--- config.mk ---
export PLATFORM = sky130hd
export DESIGN_NAME = control_humedad
export DESIGN_NICKNAME = d
export VERILOG_FILES = /design/src/rtl/control_humedad_pkg.sv /design/src/rtl/control_humedad_adc_rx.sv /design/src/rtl/control_humedad.sv
export SDC_FILE = /design/constraint.sdc
export NUM_CORES = 1
export LEC_CHECK = 0
export CAP_MARGIN = 40
export CORE_MARGIN = 1.5
export CORE_UTILIZATION = 40
export DETAILED_ROUTE_END_ITERATION = 8
export GPL_TIMING_DRIVEN = 0
export HOLD_SLACK_MARGIN = 0.15
export SYNTH_ARGS = -nofsm -noshare
export SYNTH_HDL_FRONTEND = slang
export SYNTH_SLANG_ARGS = --single-unit
--- constraint.sdc ---
create_clock -name clk -period 1.9 [get_ports clk]
set_input_delay 0.19 -clock clk [delete_from_list [all_inputs] [get_ports clk]]
set_output_delay 0.19 -clock clk [all_outputs]
set_load 0.02 [all_outputs]
--- src/rtl/control_humedad_pkg.sv ---
// Shared constants and types for the soil-moisture controller:
// ADC receiver state encoding, frame layout and default thresholds.
package control_humedad_pkg;

    // ADC receiver states (2-bit encoding)
    typedef enum logic [1:0] {
        StIdle    = 2'd0,
        StCsSetup = 2'd1,
        StShift   = 2'd2,
        StDone    = 2'd3
    } rx_state_e;

    // ADC frame: start bit, null bit, then 8 data bits MSB first
    localparam int unsigned FRAME_BITS   = 10;
    localparam int unsigned DISCARD_BITS = 2;
    localparam int unsigned DATA_BITS    = 8;
    // Every SCLK edge of the frame is one half-period
    localparam int unsigned HALF_PERIODS = 2 * FRAME_BITS;

    // Default thresholds (higher code = drier soil)
    localparam logic [7:0] UMBRAL_SECO_DEF   = 8'd160;
    localparam logic [7:0] UMBRAL_HUMEDO_DEF = 8'd100;

    // Increment that sticks at the limit instead of wrapping
    function automatic logic [3:0] sat_inc(input logic [3:0] v, input logic [3:0] lim);
        return (v >= lim) ? lim : v + 4'd1;
    endfunction

endpackage

--- src/rtl/control_humedad_adc_rx.sv ---
// Serial ADC receiver: drives CS and SCLK for one 10-bit frame, drops the
// start/null bits and shifts the 8 data bits in MSB first.
module adc_serial_rx
    import control_humedad_pkg::*;
#(
    parameter int unsigned SCLK_DIV = 50
) (
    input  logic       clk,
    input  logic       rst_n,
    input  logic       i_start,
    input  logic       i_adc_do,
    output logic       o_cs_n,
    output logic       o_sclk,
    output logic       o_done,
    output logic [7:0] o_dato
);

    localparam int unsigned DW = (SCLK_DIV > 1) ? $clog2(SCLK_DIV) : 1;

    rx_state_e      r_state, w_state_d;
    logic [DW-1:0]  r_div, w_div_d;
    logic [4:0]     r_half, w_half_d;
    logic           r_sclk, w_sclk_d;
    logic           r_cs_n, w_cs_n_d;
    logic [7:0]     r_shift, w_shift_d;
    logic           w_div_end;

    assign w_div_end = (r_div == DW'(SCLK_DIV - 1));

    // State and datapath registers; reset aborts any frame in flight
    always_ff @(posedge clk or negedge rst_n) begin
        if (!rst_n) begin
            r_state <= StIdle;
            r_div   <= '0;
            r_half  <= '0;
            r_sclk  <= 1'b0;
            r_cs_n  <= 1'b1;
            r_shift <= '0;
        end else begin
            r_state <= w_state_d;
            r_div   <= w_div_d;
            r_half  <= w_half_d;
            r_sclk  <= w_sclk_d;
            r_cs_n  <= w_cs_n_d;
            r_shift <= w_shift_d;
        end
    end

    // Next-state: one half-period of setup, 20 SCLK toggles, one trailing low half-period
    always_comb begin
        w_state_d = r_state;
        w_div_d   = r_div;
        w_half_d  = r_half;
        w_sclk_d  = r_sclk;
        w_cs_n_d  = r_cs_n;
        w_shift_d = r_shift;
        case (r_state)
            StIdle: begin
                if (i_start) begin
                    w_cs_n_d  = 1'b0;
                    w_div_d   = '0;
                    w_half_d  = '0;
                    w_state_d = StCsSetup;
                end
            end
            StCsSetup: begin
                if (w_div_end) begin
                    w_div_d   = '0;
                    w_state_d = StShift;
                end else begin
                    w_div_d = r_div + 1'b1;
                end
            end
            StShift: begin
                if (w_div_end) begin
                    w_div_d = '0;
                    if (r_half == 5'(HALF_PERIODS)) begin
                        w_state_d = StDone;
                    end else begin
                        w_sclk_d = ~r_sclk;
                        w_half_d = r_half + 5'd1;
                        // Capture on the 0->1 edge; the first two captures are framing bits
                        if (!r_sclk && (r_half >= 5'(2 * DISCARD_BITS))) begin
                            w_shift_d = {r_shift[DATA_BITS-2:0], i_adc_do};
                        end
                    end
                end else begin
                    w_div_d = r_div + 1'b1;
                end
            end
            StDone: begin
                w_cs_n_d  = 1'b1;
                w_state_d = StIdle;
            end
            default: w_state_d = StIdle;
        endcase
    end

    assign o_cs_n = r_cs_n;
    assign o_sclk = r_sclk;
    assign o_done = (r_state == StDone);
    assign o_dato = r_shift;

endmodule

--- src/rtl/control_humedad.sv ---
// Soil-moisture front end: periodically converts the probe ADC and drives
// `activar` through hysteresis thresholds plus an N-sample confirmation.
module control_humedad
    import control_humedad_pkg::*;
#(
    parameter int unsigned SCLK_DIV      = 50,
    parameter int unsigned SAMPLE_PERIOD = 50_000_000,
    parameter logic [7:0]  UMBRAL_SECO   = UMBRAL_SECO_DEF,
    parameter logic [7:0]  UMBRAL_HUMEDO = UMBRAL_HUMEDO_DEF,
    parameter int unsigned N_CONFIRM     = 3
) (
    input  logic       clk,
    input  logic       rst_n,
    input  logic       adc_do,
    output logic       adc_cs_n,
    output logic       adc_sclk,
    output logic [7:0] muestra,
    output logic       muestra_valida,
    output logic       activar
);

    localparam int unsigned PW  = (SAMPLE_PERIOD > 1) ? $clog2(SAMPLE_PERIOD) : 1;
    localparam logic [3:0]  LIM = 4'(N_CONFIRM);

    logic [PW-1:0] r_period;
    logic          w_start;
    logic          w_done;
    logic [7:0]    w_dato;
    logic          w_seco;
    logic          w_humedo;

    logic [7:0]    r_muestra, w_muestra_d;
    logic          r_valida, w_valida_d;
    logic          r_activar, w_activar_d;
    logic [3:0]    r_cnt_seco, w_cnt_seco_d;
    logic [3:0]    r_cnt_humedo, w_cnt_humedo_d;

    // Start-to-start period: count zero fires a conversion, so the first one
    // starts on the first edge after reset release
    assign w_start = (r_period == '0);

    // Free-running period counter, keeps counting through conversions
    always_ff @(posedge clk or negedge rst_n) begin
        if (!rst_n) begin
            r_period <= '0;
        end else if (r_period == PW'(SAMPLE_PERIOD - 1)) begin
            r_period <= '0;
        end else begin
            r_period <= r_period + 1'b1;
        end
    end

    adc_serial_rx #(
        .SCLK_DIV (SCLK_DIV)
    ) u_adc_rx (
        .clk      (clk),
        .rst_n    (rst_n),
        .i_start  (w_start),
        .i_adc_do (adc_do),
        .o_cs_n   (adc_cs_n),
        .o_sclk   (adc_sclk),
        .o_done   (w_done),
        .o_dato   (w_dato)
    );

    assign w_seco   = (w_dato >= UMBRAL_SECO);
    assign w_humedo = (w_dato <= UMBRAL_HUMEDO);

    // Filter next-state: evaluated only on the frame-done cycle so activar cannot glitch
    always_comb begin
        w_muestra_d     = r_muestra;
        w_valida_d      = 1'b0;
        w_activar_d     = r_activar;
        w_cnt_seco_d    = r_cnt_seco;
        w_cnt_humedo_d  = r_cnt_humedo;
        if (w_done) begin
            w_muestra_d = w_dato;
            w_valida_d  = 1'b1;
            if (w_seco) begin
                w_cnt_seco_d   = sat_inc(r_cnt_seco, LIM);
                w_cnt_humedo_d = '0;
                if (w_cnt_seco_d == LIM) begin
                    w_activar_d = 1'b1;
                end
            end else if (w_humedo) begin
                w_cnt_humedo_d = sat_inc(r_cnt_humedo, LIM);
                w_cnt_seco_d   = '0;
                if (w_cnt_humedo_d == LIM) begin
                    w_activar_d = 1'b0;
                end
            end else begin
                // Dead band breaks any run on either side
                w_cnt_seco_d   = '0;
                w_cnt_humedo_d = '0;
            end
        end
    end

    // Sample, strobe and filter registers
    always_ff @(posedge clk or negedge rst_n) begin
        if (!rst_n) begin
            r_muestra    <= '0;
            r_valida     <= 1'b0;
            r_activar    <= 1'b0;
            r_cnt_seco   <= '0;
            r_cnt_humedo <= '0;
        end else begin
            r_muestra    <= w_muestra_d;
            r_valida     <= w_valida_d;
            r_activar    <= w_activar_d;
            r_cnt_seco   <= w_cnt_seco_d;
            r_cnt_humedo <= w_cnt_humedo_d;
        end
    end

    assign muestra        = r_muestra;
    assign muestra_valida = r_valida;
    assign activar        = r_activar;

endmodule

==> impl_metrics.tcl <==
set metrics [dict create \
    portBuffers 14 \
    path_cells "nor4_4, nand2_2, o41ai_4, buf_6, o21ai_4, a221o_1" \
    max_freq_mhz 514 \
    yosysSeqAreaShare 0.516 \
    vias_per_cell 5.33 \
    yosys-top-cells-count "66 x dfrtp_1, 20 x nor2_1, 18 x mux2_2" \
    crit_type "flip-flop to flip-flop" \
    r2r-end "u_adc_rx.r_half[3]$_DFFE_PN0P_" \
    root_buffer "clkbuf_8" \
    vias 2440 \
    min_path_type "primary input to async pin" \
    synth_top_family_by_area "simple AND/OR/NAND/NOR gates" \
    drive_above_1_share 0.334 \
    synthAdderAreaFrac 0.0462 \
    max-vdd-ir-drop_v 0.000343 \
    synth_cell_types 52 \
    die_y_um 93.1 \
    syn-instance-count 290 \
    ys_seq_elements 67 \
    synthArstFlopShare 1.00 \
    grt_pass1_vias 2318 \
    synth_area_per_cell_um2 11.2 \
    die_w_um 93.1 \
    worst_slack_ps -44.7 \
    htree_num_levels 3 \
    synth_xor_area_frac 0.0566 \
    clk-insertion-delay-late_ps 330 \
    status "finished with violations" \
    detail-route-antenna-nets 0 \
    slew_headroom 0.732 \
    synth_warnings 0 \
    reg2reg_depth 6 \
    min_period_over_period 1.02 \
    synth_edf_count 0 \
    numCtsBuffers 9 \
    path_depth 6 \
    routed_wl_um 6540 \
    ys.flop_type "dfrtp_1" \
    final-max-slew-violation-count 0 \
    hold_viol 0 \
    finalNetCount 366 \
    yosysMostFrequentCell "dfrtp_1" \
    powerDensity_nw_per_um2 602 \
    rsz0062_at_grt "yes" \
    worstSetupStartpointType "flip-flop" \
    cp.required_ps 2110 \
    tightest_slew_ps 399 \
    io_pins 15 \
    rows 32 \
    grt_pass1_wl_um 10700 \
    critical-path-slowest-cell "dfrtp_2" \
    clock-sinks 67 \
    setup-violations-final 6 \
    final_util 0.540 \
    clk_pin_slew_ps 70 \
    grt_max_degree 53 \
    cts_tree "yes" \
    num_antenna_cells 0 \
    synth_compound_area_frac 0.0982 \
    cpPeakStageDelay_ps 440 \
    fp.coreArea_um2 7810 \
    gr-total-overflow 0 \
    synthMuxAreaShare 0.0685 \
    leakagePower_nw 1.93 \
    die_area_um2 8670 \
    start_util 0.416 \
    cp_max_fo 5 \
    synth.cell_area_um2 3250 \
    area_delta_synth_final_pct 29.6 \
    synth_area_leaders "dfrtp_1 51%, mux2_2 6.2%, ha_1 4.6%" \
    dp_hpwl_um 4100 \
    grt_antenna_before_repair 0 \
    violations "negative setup slack" \
    grt.total_usage 0.157 \
    critPathBufInv 1 \
    synth_top_area_share 0.508 \
    dr.pass1.iters 4 \
    finalPower_mw 2.54 \
    yosys.area.top_type "dfrtp_1" \
    cap_viol_max_count 0 \
    cp_top_family "compound AO/OA/AOI/OAI gates" \
    dr.first_iter.drc_count 60 \
    drc 0 \
    fin_skew_ps 9.83 \
    cp_data_arrival_time_ps 2160 \
    crit_path_end_kind "flip-flop" \
    syn-num-nets 305 \
    avgRoutedWirePerCell_um 14.3 \
    gp_congestion 0.783 \
    timing.rr.start "r_period[13]$_DFF_PN0_" \
    cts.path.max_buffers 2 \
    synth-simple-area-share 0.195 \
    r2r_setup_slack_ps -40 \
    period_minus_slack_ps 1940 \
]
[layer usage]
layer / track usage / part of all wire
met1: 0.206 / 0.48
met2: 0.254 / 0.49
met3: 0.0276 / 0.022
met4: 0.0644 / 0.013
met5: 0 / 0
[flip-flops by register name, indices dropped and copies added, names as in the netlist]
signal	flops
r_cnt_humedo	4
u_adc_rx.r_div	6
muestra_valida	1
u_adc_rx.o_cs_n	1
u_adc_rx.r_state	2
r_period	26
muestra	8
u_adc_rx.o_dato	8
u_adc_rx.o_sclk	1
activar	1
r_cnt_seco	4
u_adc_rx.r_half	5
[worst reg2reg max path, stage by stage (launching register included)]
cell and delay (ps):
dfrtp_2 440, nor4_4 340, nand2_2 120, o41ai_4 350
buf_6 180, o21ai_4 80, a221o_1 320
[repair_timing]
action / CTS / global route
hold endpoints to repair: 66 / 0
hold buffers: 1 / 0
setup endpoints to repair: 40 / 37
setup buffers: 18 / 16
gates resized for setup: 20 / 32
pin swaps: 9 / 12
[final cells by class]
class                      instances  area [um^2]
multi-input combinational        207         1700
inverter                          13         48.8
buffer                             3         17.5
fill                             679         3590
tap                              102          128
sequential                        67         1690
clock buffer                      12          155
timing repair buffer              50          442
clock inverter                     4         25.0
[cell usage in the layout (no fill, tap or decap), drive strengths merged, types with 3 or more instances in the layout]
cell type      netlist  final
buf                  1     37
xnor2               12     12
nand4                7      7
clkbuf               2     14
nor3                11     11
nand2               18     18
inv                 13     13
dfrtp               66     66
a211o                3      3
mux2                18     18
nor2b                7      7
o22ai                3      3
and2                 3      3
nor4                11     11
and3                10     10
xor2                 9      9
a21oi                5      5
o21ai                9      9
nor2                20     20
nand2b               3      3
ha                  12     12
clkdlybuf4s50        0     13
nand3               13     13
[worst max path at each step]
stage               slack [ps]                         endpoint                            from
floorplan                 -100   u_adc_rx.r_half[4]$_DFFE_PN0P_  u_adc_rx.r_half[1]$_DFFE_PN0P_
global placement         -1650           r_period[21]$_DFF_PN0_                           rst_n
detailed placement        -640   u_adc_rx.r_half[4]$_DFFE_PN0P_          r_period[23]$_DFF_PN0_
CTS                        -70  u_adc_rx.r_state[1]$_DFFE_PN0P_          r_period[19]$_DFF_PN0_
global route              -160  u_adc_rx.r_state[1]$_DFFE_PN0P_          r_period[13]$_DFF_PN0_
finish                     -40   u_adc_rx.r_half[3]$_DFFE_PN0P_          r_period[13]$_DFF_PN0_
[cells by family (layout without fill, tap and decap cells)]
group | after synthesis | in the layout
DFF | 67 | 67
muxes | 20 | 20
AOI/OAI and AO/OA | 40 | 40
xor gates and xnor gates | 21 | 21
and+or+nand+nor | 114 | 114
adders and majority gates | 12 | 12
buffers and inverters | 16 | 82
[where the power goes]
part / total [mW] / leakage [nW] / internal [mW] / switching, mW
logic: 0.0399 / 0.961 / 0.0112 / 0.0287
clock network: 1.07 / 0.0884 / 0.541 / 0.527
registers: 1.43 / 0.882 / 1.43 / 0.000978
total: 2.54 / 1.93 / 1.98 / 0.557
[through the flow]
| stage | setup TNS, ps | hold slack [ps] | instance area (um^2) | setup slack, ps | std cells |
|---|---|---|---|---|---|
| 2_1_floorplan | -280 | -106 | 3270 | -96.8 | 290 |
| 3_3_place_gp | -123350 | 480 | 3530 | -1650 | 406 |
| 3_5_place_dp | -14520 | 71.1 | 3560 | -638 | 407 |
| 4_1_cts | -263 | 256 | 3980 | -70.1 | 442 |
| 5_1_grt | -977 | 285 | 4210 | -160 | 458 |
| 6_report | -140 | 264 | 4210 | -44.7 | 458 |
Power figures use the tool's default switching activity.
